<file path="src/rtl/router_pkg.sv">
// Shared mesh-router definitions: port indices, crossbar select encodings,
// arbiter FSM states and small helpers used by the output arbiters.
package router_pkg;

    localparam int NUM_PORTS = 5;

    // Index order matches the round-robin rotation L -> N -> E -> W -> S.
    typedef enum logic [2:0] {
        PORT_L = 3'd0,
        PORT_N = 3'd1,
        PORT_E = 3'd2,
        PORT_W = 3'd3,
        PORT_S = 3'd4
    } port_t;

    localparam logic [NUM_PORTS-1:0] XSEL_N    = 5'b00001;
    localparam logic [NUM_PORTS-1:0] XSEL_E    = 5'b00010;
    localparam logic [NUM_PORTS-1:0] XSEL_W    = 5'b00100;
    localparam logic [NUM_PORTS-1:0] XSEL_S    = 5'b01000;
    localparam logic [NUM_PORTS-1:0] XSEL_L    = 5'b10000;
    localparam logic [NUM_PORTS-1:0] XSEL_NONE = 5'b00000;

    typedef enum logic {IDLE = 1'b0, LOCKED = 1'b1} arb_state_t;

    function automatic logic [NUM_PORTS-1:0] xsel_of(port_t p);
        case (p)
            PORT_N:  return XSEL_N;
            PORT_E:  return XSEL_E;
            PORT_W:  return XSEL_W;
            PORT_S:  return XSEL_S;
            PORT_L:  return XSEL_L;
            default: return XSEL_NONE;
        endcase
    endfunction

    // Port index k steps after base in rotation order.
    function automatic logic [2:0] rr_idx(logic [2:0] base, int k);
        return 3'((int'(base) + k) % NUM_PORTS);
    endfunction

    function automatic port_t onehot_to_port(logic [NUM_PORTS-1:0] oh);
        port_t p;
        p = PORT_L;
        for (int i = 0; i < NUM_PORTS; i++)
            if (oh[i]) p = port_t'(3'(i));
        return p;
    endfunction

endpackage

</file>
<file path="src/rtl/credit_arbiter_if.sv">
// Arbiter-facing bundle: per-input request/tail, downstream credit return,
// and the grant / crossbar select / credit status driven back.
interface credit_arbiter_if #(parameter int CW = 3);
    logic          Req_N, Req_E, Req_W, Req_S, Req_L;
    logic          Tail_N, Tail_E, Tail_W, Tail_S, Tail_L;
    logic          Credit_in;
    logic          Grant_N, Grant_E, Grant_W, Grant_S, Grant_L;
    logic [4:0]    Xbar_sel;
    logic          Valid_out;
    logic [CW-1:0] Credit_cnt;
    logic          Credit_err;

    modport master (
        output Req_N, Req_E, Req_W, Req_S, Req_L,
        output Tail_N, Tail_E, Tail_W, Tail_S, Tail_L,
        output Credit_in,
        input  Grant_N, Grant_E, Grant_W, Grant_S, Grant_L,
        input  Xbar_sel, Valid_out, Credit_cnt, Credit_err
    );

    modport slave (
        input  Req_N, Req_E, Req_W, Req_S, Req_L,
        input  Tail_N, Tail_E, Tail_W, Tail_S, Tail_L,
        input  Credit_in,
        output Grant_N, Grant_E, Grant_W, Grant_S, Grant_L,
        output Xbar_sel, Valid_out, Credit_cnt, Credit_err
    );
endinterface

</file>
<file path="src/rtl/credit_arbiter_rr_pick.sv">
// Combinational 5-way round-robin picker; the port after last_win has top
// priority. Shared with the input-side VC allocator.
module rr_pick
    import router_pkg::*;
(
    input  logic [NUM_PORTS-1:0] req,
    input  port_t                last_win,
    output logic [NUM_PORTS-1:0] win,
    output logic                 vld
);
    logic [2:0] idx;

    always_comb begin
        win = '0;
        vld = 1'b0;
        idx = '0;
        for (int k = 1; k <= NUM_PORTS; k++) begin
            idx = rr_idx(last_win, k);
            if (!vld && req[idx]) begin
                win[idx] = 1'b1;
                vld      = 1'b1;
            end
        end
    end
endmodule

</file>
<file path="src/rtl/credit_arbiter.sv">
// Per-output arbiter: round-robin selection with wormhole locking and
// credit-based downstream flow control.
module credit_arbiter
    import router_pkg::*;
#(
    parameter int CREDITS = 4
) (
    input  logic             clk,
    input  logic             rst,
    credit_arbiter_if.slave  bus
);
    localparam int CW = $clog2(CREDITS + 1);
    localparam logic [CW-1:0] FULL = CW'(CREDITS);

    logic [NUM_PORTS-1:0] req, tail, grant, pick_oh;
    logic                 pick_vld, gnt_any;
    arb_state_t           state, state_nxt;
    port_t                owner, owner_nxt, last_win, last_win_nxt;
    logic [CW-1:0]        cnt;
    logic                 err;
    logic [NUM_PORTS-1:0] xsel;

    assign req  = {bus.Req_S,  bus.Req_W,  bus.Req_E,  bus.Req_N,  bus.Req_L};
    assign tail = {bus.Tail_S, bus.Tail_W, bus.Tail_E, bus.Tail_N, bus.Tail_L};

    rr_pick u_pick (
        .req      (req),
        .last_win (last_win),
        .win      (pick_oh),
        .vld      (pick_vld)
    );

    always_comb begin
        state_nxt    = state;
        owner_nxt    = owner;
        last_win_nxt = last_win;
        grant        = '0;
        xsel         = XSEL_NONE;
        case (state)
            IDLE: begin
                if (pick_vld) begin
                    state_nxt = LOCKED;
                    owner_nxt = onehot_to_port(pick_oh);
                end
            end
            LOCKED: begin
                // Lock holds through bubbles and credit stalls until the tail pops.
                xsel = xsel_of(owner);
                if (req[owner] && cnt != '0) begin
                    grant[owner] = 1'b1;
                    if (tail[owner]) begin
                        state_nxt    = IDLE;
                        last_win_nxt = owner;
                    end
                end
            end
            default: state_nxt = IDLE;
        endcase
    end

    assign gnt_any = |grant;

    always_ff @(posedge clk) begin
        if (rst) begin
            state    <= IDLE;
            owner    <= PORT_L;
            last_win <= PORT_S;
            cnt      <= FULL;
            err      <= 1'b0;
        end else begin
            state    <= state_nxt;
            owner    <= owner_nxt;
            last_win <= last_win_nxt;
            if (bus.Credit_in && !gnt_any && cnt != FULL)
                cnt <= cnt + 1'b1;
            else if (gnt_any && !bus.Credit_in)
                cnt <= cnt - 1'b1;
            if (bus.Credit_in && cnt == FULL)
                err <= 1'b1;
        end
    end

    assign bus.Grant_L    = grant[PORT_L];
    assign bus.Grant_N    = grant[PORT_N];
    assign bus.Grant_E    = grant[PORT_E];
    assign bus.Grant_W    = grant[PORT_W];
    assign bus.Grant_S    = grant[PORT_S];
    assign bus.Xbar_sel   = xsel;
    assign bus.Valid_out  = gnt_any;
    assign bus.Credit_cnt = cnt;
    assign bus.Credit_err = err;
endmodule

</file>
<file path="src/flat_wrapper.sv">
// flat-port wrapper written by rule: the top's interface ports become plain ports
module credit_arbiter_flat import router_pkg::*;
#(
    parameter int CREDITS = 4
)
  (clk, rst, bus_Req_N, bus_Req_E, bus_Req_W, bus_Req_S, bus_Req_L, bus_Tail_N, bus_Tail_E, bus_Tail_W, bus_Tail_S, bus_Tail_L, bus_Credit_in, bus_Grant_N, bus_Grant_E, bus_Grant_W, bus_Grant_S, bus_Grant_L, bus_Xbar_sel, bus_Valid_out, bus_Credit_cnt, bus_Credit_err);
  credit_arbiter_if #(.CW(($clog2(CREDITS + 1)))) bus_i ();
  input  logic clk;
  input  logic rst;
  input wire logic [$bits(bus_i.Req_N)-1:0] bus_Req_N;
  input wire logic [$bits(bus_i.Req_E)-1:0] bus_Req_E;
  input wire logic [$bits(bus_i.Req_W)-1:0] bus_Req_W;
  input wire logic [$bits(bus_i.Req_S)-1:0] bus_Req_S;
  input wire logic [$bits(bus_i.Req_L)-1:0] bus_Req_L;
  input wire logic [$bits(bus_i.Tail_N)-1:0] bus_Tail_N;
  input wire logic [$bits(bus_i.Tail_E)-1:0] bus_Tail_E;
  input wire logic [$bits(bus_i.Tail_W)-1:0] bus_Tail_W;
  input wire logic [$bits(bus_i.Tail_S)-1:0] bus_Tail_S;
  input wire logic [$bits(bus_i.Tail_L)-1:0] bus_Tail_L;
  input wire logic [$bits(bus_i.Credit_in)-1:0] bus_Credit_in;
  output wire logic [$bits(bus_i.Grant_N)-1:0] bus_Grant_N;
  output wire logic [$bits(bus_i.Grant_E)-1:0] bus_Grant_E;
  output wire logic [$bits(bus_i.Grant_W)-1:0] bus_Grant_W;
  output wire logic [$bits(bus_i.Grant_S)-1:0] bus_Grant_S;
  output wire logic [$bits(bus_i.Grant_L)-1:0] bus_Grant_L;
  output wire logic [$bits(bus_i.Xbar_sel)-1:0] bus_Xbar_sel;
  output wire logic [$bits(bus_i.Valid_out)-1:0] bus_Valid_out;
  output wire logic [$bits(bus_i.Credit_cnt)-1:0] bus_Credit_cnt;
  output wire logic [$bits(bus_i.Credit_err)-1:0] bus_Credit_err;
  assign bus_i.Req_N = bus_Req_N;
  assign bus_i.Req_E = bus_Req_E;
  assign bus_i.Req_W = bus_Req_W;
  assign bus_i.Req_S = bus_Req_S;
  assign bus_i.Req_L = bus_Req_L;
  assign bus_i.Tail_N = bus_Tail_N;
  assign bus_i.Tail_E = bus_Tail_E;
  assign bus_i.Tail_W = bus_Tail_W;
  assign bus_i.Tail_S = bus_Tail_S;
  assign bus_i.Tail_L = bus_Tail_L;
  assign bus_i.Credit_in = bus_Credit_in;
  assign bus_Grant_N = bus_i.Grant_N;
  assign bus_Grant_E = bus_i.Grant_E;
  assign bus_Grant_W = bus_i.Grant_W;
  assign bus_Grant_S = bus_i.Grant_S;
  assign bus_Grant_L = bus_i.Grant_L;
  assign bus_Xbar_sel = bus_i.Xbar_sel;
  assign bus_Valid_out = bus_i.Valid_out;
  assign bus_Credit_cnt = bus_i.Credit_cnt;
  assign bus_Credit_err = bus_i.Credit_err;
  credit_arbiter #(.CREDITS(CREDITS)) u_core (.clk(clk), .rst(rst), .bus(bus_i));
endmodule
</file>
<file path="config.mk">
export PLATFORM = sky130hd
export DESIGN_NAME = credit_arbiter_flat
export DESIGN_NICKNAME = d
export VERILOG_FILES = /design/src/rtl/router_pkg.sv /design/src/rtl/credit_arbiter_if.sv /design/src/rtl/credit_arbiter_rr_pick.sv /design/src/rtl/credit_arbiter.sv /design/src/flat_wrapper.sv
export SDC_FILE = /design/constraint.sdc
export NUM_CORES = 1
export LEC_CHECK = 0
export CAP_MARGIN = 25
export CORE_ASPECT_RATIO = 0.7
export CORE_MARGIN = 8
export CORE_UTILIZATION = 53
export DETAILED_ROUTE_END_ITERATION = 16
export MAX_ROUTING_LAYER = met4
export PLACE_DENSITY = 0.79
export SETUP_SLACK_MARGIN = 0.15
export SYNTH_ARGS = -nofsm -noshare
export SYNTH_HDL_FRONTEND = slang
export SYNTH_SLANG_ARGS = --single-unit
export TNS_END_PERCENT = 20
</file>
<file path="constraint.sdc">
create_clock -name clk -period 4 [get_ports clk]
set_clock_uncertainty 0.05 [all_clocks]
set_input_delay 1.2 -clock clk [delete_from_list [all_inputs] [get_ports clk]]
set_output_delay 1.2 -clock clk [all_outputs]
set_load 0.01 [all_outputs]
</file>
==> results of run 1 <==
-- worst max-delay path by stage --
stage                            endpoint  slack (ns)  depth (start not counted)
after floorplan           u_core.owner[1]        0.06                         19
after global placement        bus_Grant_L       -0.47                          7
after detailed placement      bus_Grant_L       -0.53                          7
after CTS                     bus_Grant_W        0.07                          7
after global routing      u_core.owner[1]       -0.04                         12
final                     u_core.owner[0]        0.12                         12
-- power by group through the flow --
stage          clock network (mW)  logic, mW  registers, mW
6_report                    0.119       1.61          0.235
5_1_grt                     0.125       1.74          0.239
4_1_cts                     0.121       1.42          0.226
3_5_place_dp                    0       1.37          0.226
3_3_place_gp                    0       1.34          0.225
2_1_floorplan                   0       1.01          0.192
-- layout make-up --
cell class                      count  area [um2]
Fill cell                         355        1230
Sequential cell                    11         231
Inverter                           23        96.3
Clock buffer                        3        41.3
Clock inverter                      1        5.00
Timing Repair Buffer               74         604
Tap cell                           69        86.3
Multi-Input combinational cell    283        2460
-- sequential cells by signal, summed over array words and instances (netlist names) --
| name | flops |
|---|---|
| u_core.state | 1 |
| u_core.last_win | 3 |
| u_core.bus.Credit_err | 1 |
| u_core.bus.Credit_cnt | 3 |
| u_core.owner | 3 |
-- routing by layer --
| layer | global-route usage [%] | vias to the layer above |
|---|---|---|
| met5 | - | - |
| met4 | 3.51 | 0 |
| met3 | 1.78 | 22 |
| met2 | 32.7 | 171 |
| met1 | 30.9 | 1331 |
| li1 | - | 1384 |
-- per-stage QoR --
step	hold WS, ns	cell area (um2)	utilization (%)	std cells
floorplan	0.455	2700	-	333
global placement	0.418	3180	66.8	443
detailed placement	0.417	3180	66.8	443
CTS	0.436	3250	68.4	449
global route	0.485	3530	74.1	464
finish	0.428	3530	74.1	464
-- what timing repair did --
item                                    CTS  global route
endpoints found under the setup margin   10            11
buffers inserted                          2            15
gates resized for setup                  28            39
pin swaps                                 2            22
-- kinds of logic after synthesis --
family | count (synthesis)
adder cells (fa/ha/maj) | 27
XOR/XNOR | 10
buffers and inverters | 39
flip-flops | 11
AND/OR/NAND/NOR | 128
AO/OA/AOI/OAI | 105
multiplexers | 13
-- worst min-delay path, cell delays in order, from the launching register on --
cell	delay [ns]
dfxtp_1	0.33
a31oi_1	0.05
nor2_1	0.07
-- cell usage after synthesis (all sizes together), types with 4 or more instances --
library cell / n / share of area, %
o211ai: 6 / 1.7
nand2: 27 / 4.0
buf: 9 / 2.3
o21a: 4 / 1.2
a21oi: 15 / 3.0
and3: 7 / 1.7
nor2b: 4 / 0.97
nor4b: 4 / 1.4
xnor2: 7 / 3.4
mux2i: 8 / 3.1
o31ai: 4 / 1.2
o21ai: 10 / 1.9
a31oi: 12 / 3.1
nand2b: 12 / 2.9
a211oi: 6 / 2.2
nor2: 34 / 5.1
o211a: 4 / 1.8
clkbuf: 7 / 1.1
nor3: 11 / 2.8
nand3: 4 / 0.97
inv: 23 / 3.3
dfxtp: 11 / 8.5
ha: 26 / 13
==> impl_metrics.yaml, run 1 <==
run_status:
  status: "complete, no violations"
sta:
  period_share_pct: 97.0
  setup_violations: 0
  final.setup.worst_slack_ns: 0.121
  slew_violations: 0
  worst_slew_pin_slew_ns: 0.710
  setup_tns_ns: 0
  slew_headroom_pct: 52.0
  rsz0062_at_grt: "yes"
  clock.fmax_mhz: 258
  layout_min_cycle_time_ns: 3.88
  hold_viol: 0
detailed_routing:
  ant_nets: 0
  wl_met3_um: 671
  met1_length_um: 3810
  top_layer: "met4"
  totalWireLength_um: 8360
  drc_errors: 0
  num_vias: 2908
  vias_per_cell: 6.27
  initialDrtViolationCount: 267
  met2WireLength_um: 3710
  routedWlPerCell_um: 18.0
  drtPass1Iterations: 5
critical_path:
  critical_path_class: "reg2reg"
  crit_family: "compound AO/OA/AOI/OAI gates"
  startpoint_type: "register"
  reg2reg_slack_ns: 0.12
  critPathArrivalTime_ns: 4.02
  crit_buf_inv: 1
  critPathMaxStageDelay_ns: 0.65
  reg2reg_depth: 12
  worstReg2RegEnd: "u_core.owner[0]"
  path_cells: "buf_4 > ha_2 > o31ai_2 > xnor2_1 > ha_4 > o41ai_1 > o21ai_0 > o211ai_1 > mux2_2 > a221o_1 > a31oi_2 > a32o_1"
  critical_path_required_ns: 4.14
  path_max_fanout: 12
  end_kind: "register"
  crit_slowest_cell: "o41ai_1"
  worstReg2RegStart: "u_core.last_win[1]"
  cp-startpoint: "u_core.last_win[1]"
synth:
  synthMuxAreaShare_pct: 6.13
  synth-simple-area-share_pct: 28.0
  synth_compound_area_share_pct: 33.0
  synth_xor_area_share_pct: 4.39
  synth_ff_type: "dfxtp_1"
  synthDistinctLibCells: 87
  synthArstFlopShare_pct: 0
  netlist_instances: 333
  ys_seq_area_share_pct: 8.49
  ys_ff_latch: 11
  avgSynthCellArea_um2: 7.79
  synth_edf_count: 0
  synth_top_family_by_area: "compound AO/OA/AOI/OAI gates"
  synthAdderAreaFrac_pct: 13.3
  yosysWarnings: 0
  synth_area_mm2: 0.00259
  syn-num-nets: 373
place:
  hpwlAfterDp_um: 6070
  gp_congestion: 0.951
  preCtsSetupSlack_ns: -0.533
  io_buffers: 27
flow_run:
  timing.max_cap.violations: 0
pwr:
  p_switching_mw: 0.987
  clkPwrFrac_pct: 6.1
  intPower_mw: 0.981
  power_mw: 1.97
  cellLeakagePower_nw: 1.46
  p_seq_share_pct: 11.9
  powerDensity_mw_per_mm2: 558
  combPwrFrac_pct: 82.0
  p_sw_share_pct: 50.2
  vdd_drop_max_v: 0.000339
final_layout:
  nNetsFinal: 436
  diodes: 0
  layout-drive-gt1-share_pct: 32.2
  area_growth_pct: 36.0
  final_common_cell: "buf_4"
  final_cell_mix: "45 x buf_4, 29 x nor2_1, 25 x nand2_1"
global_route:
  grt_usage_pct: 21.6
  grt_pass1_wl_um: 12800
  grt_overflow: 0
  grt_pass1_vias: 2587
  grt_max_degree: 26
  antenna_found_initial: 0
cts:
  cts_hold_buf: 0
  cts_sinks: 11
  cts_tree: "yes"
  htree_num_levels: 1
  cts_buffers: 3
  insertion_delay_ns: 0.25
  clock_path_buffers: 2
  clkTransAtPathRegs_ns: 0.06
  cts_root_buf: "clkbuf_8"
floorplanning:
  core_area_mm2: 0.00476
  fp.dieH_um: 74.5
  ios: 28
  rows: 21
  die_x_um: 99.6
  die-area_mm2: 0.00742
  initial_core_util_pct: 54.5
min_path:
  worstHoldStart: "u_core.bus.Credit_err"
  hp-class: "reg2reg"
  min_path_cells: 2
  hold_end: "u_core.bus.Credit_err"
Power figures use the tool's default switching activity.
==> run 2, diff against run 1 <==
- CTS_CLUSTER_SIZE: not set -> 12
==> results of run 2 <==
No change in the layout: final DEF, timing and power equal those of run 1.
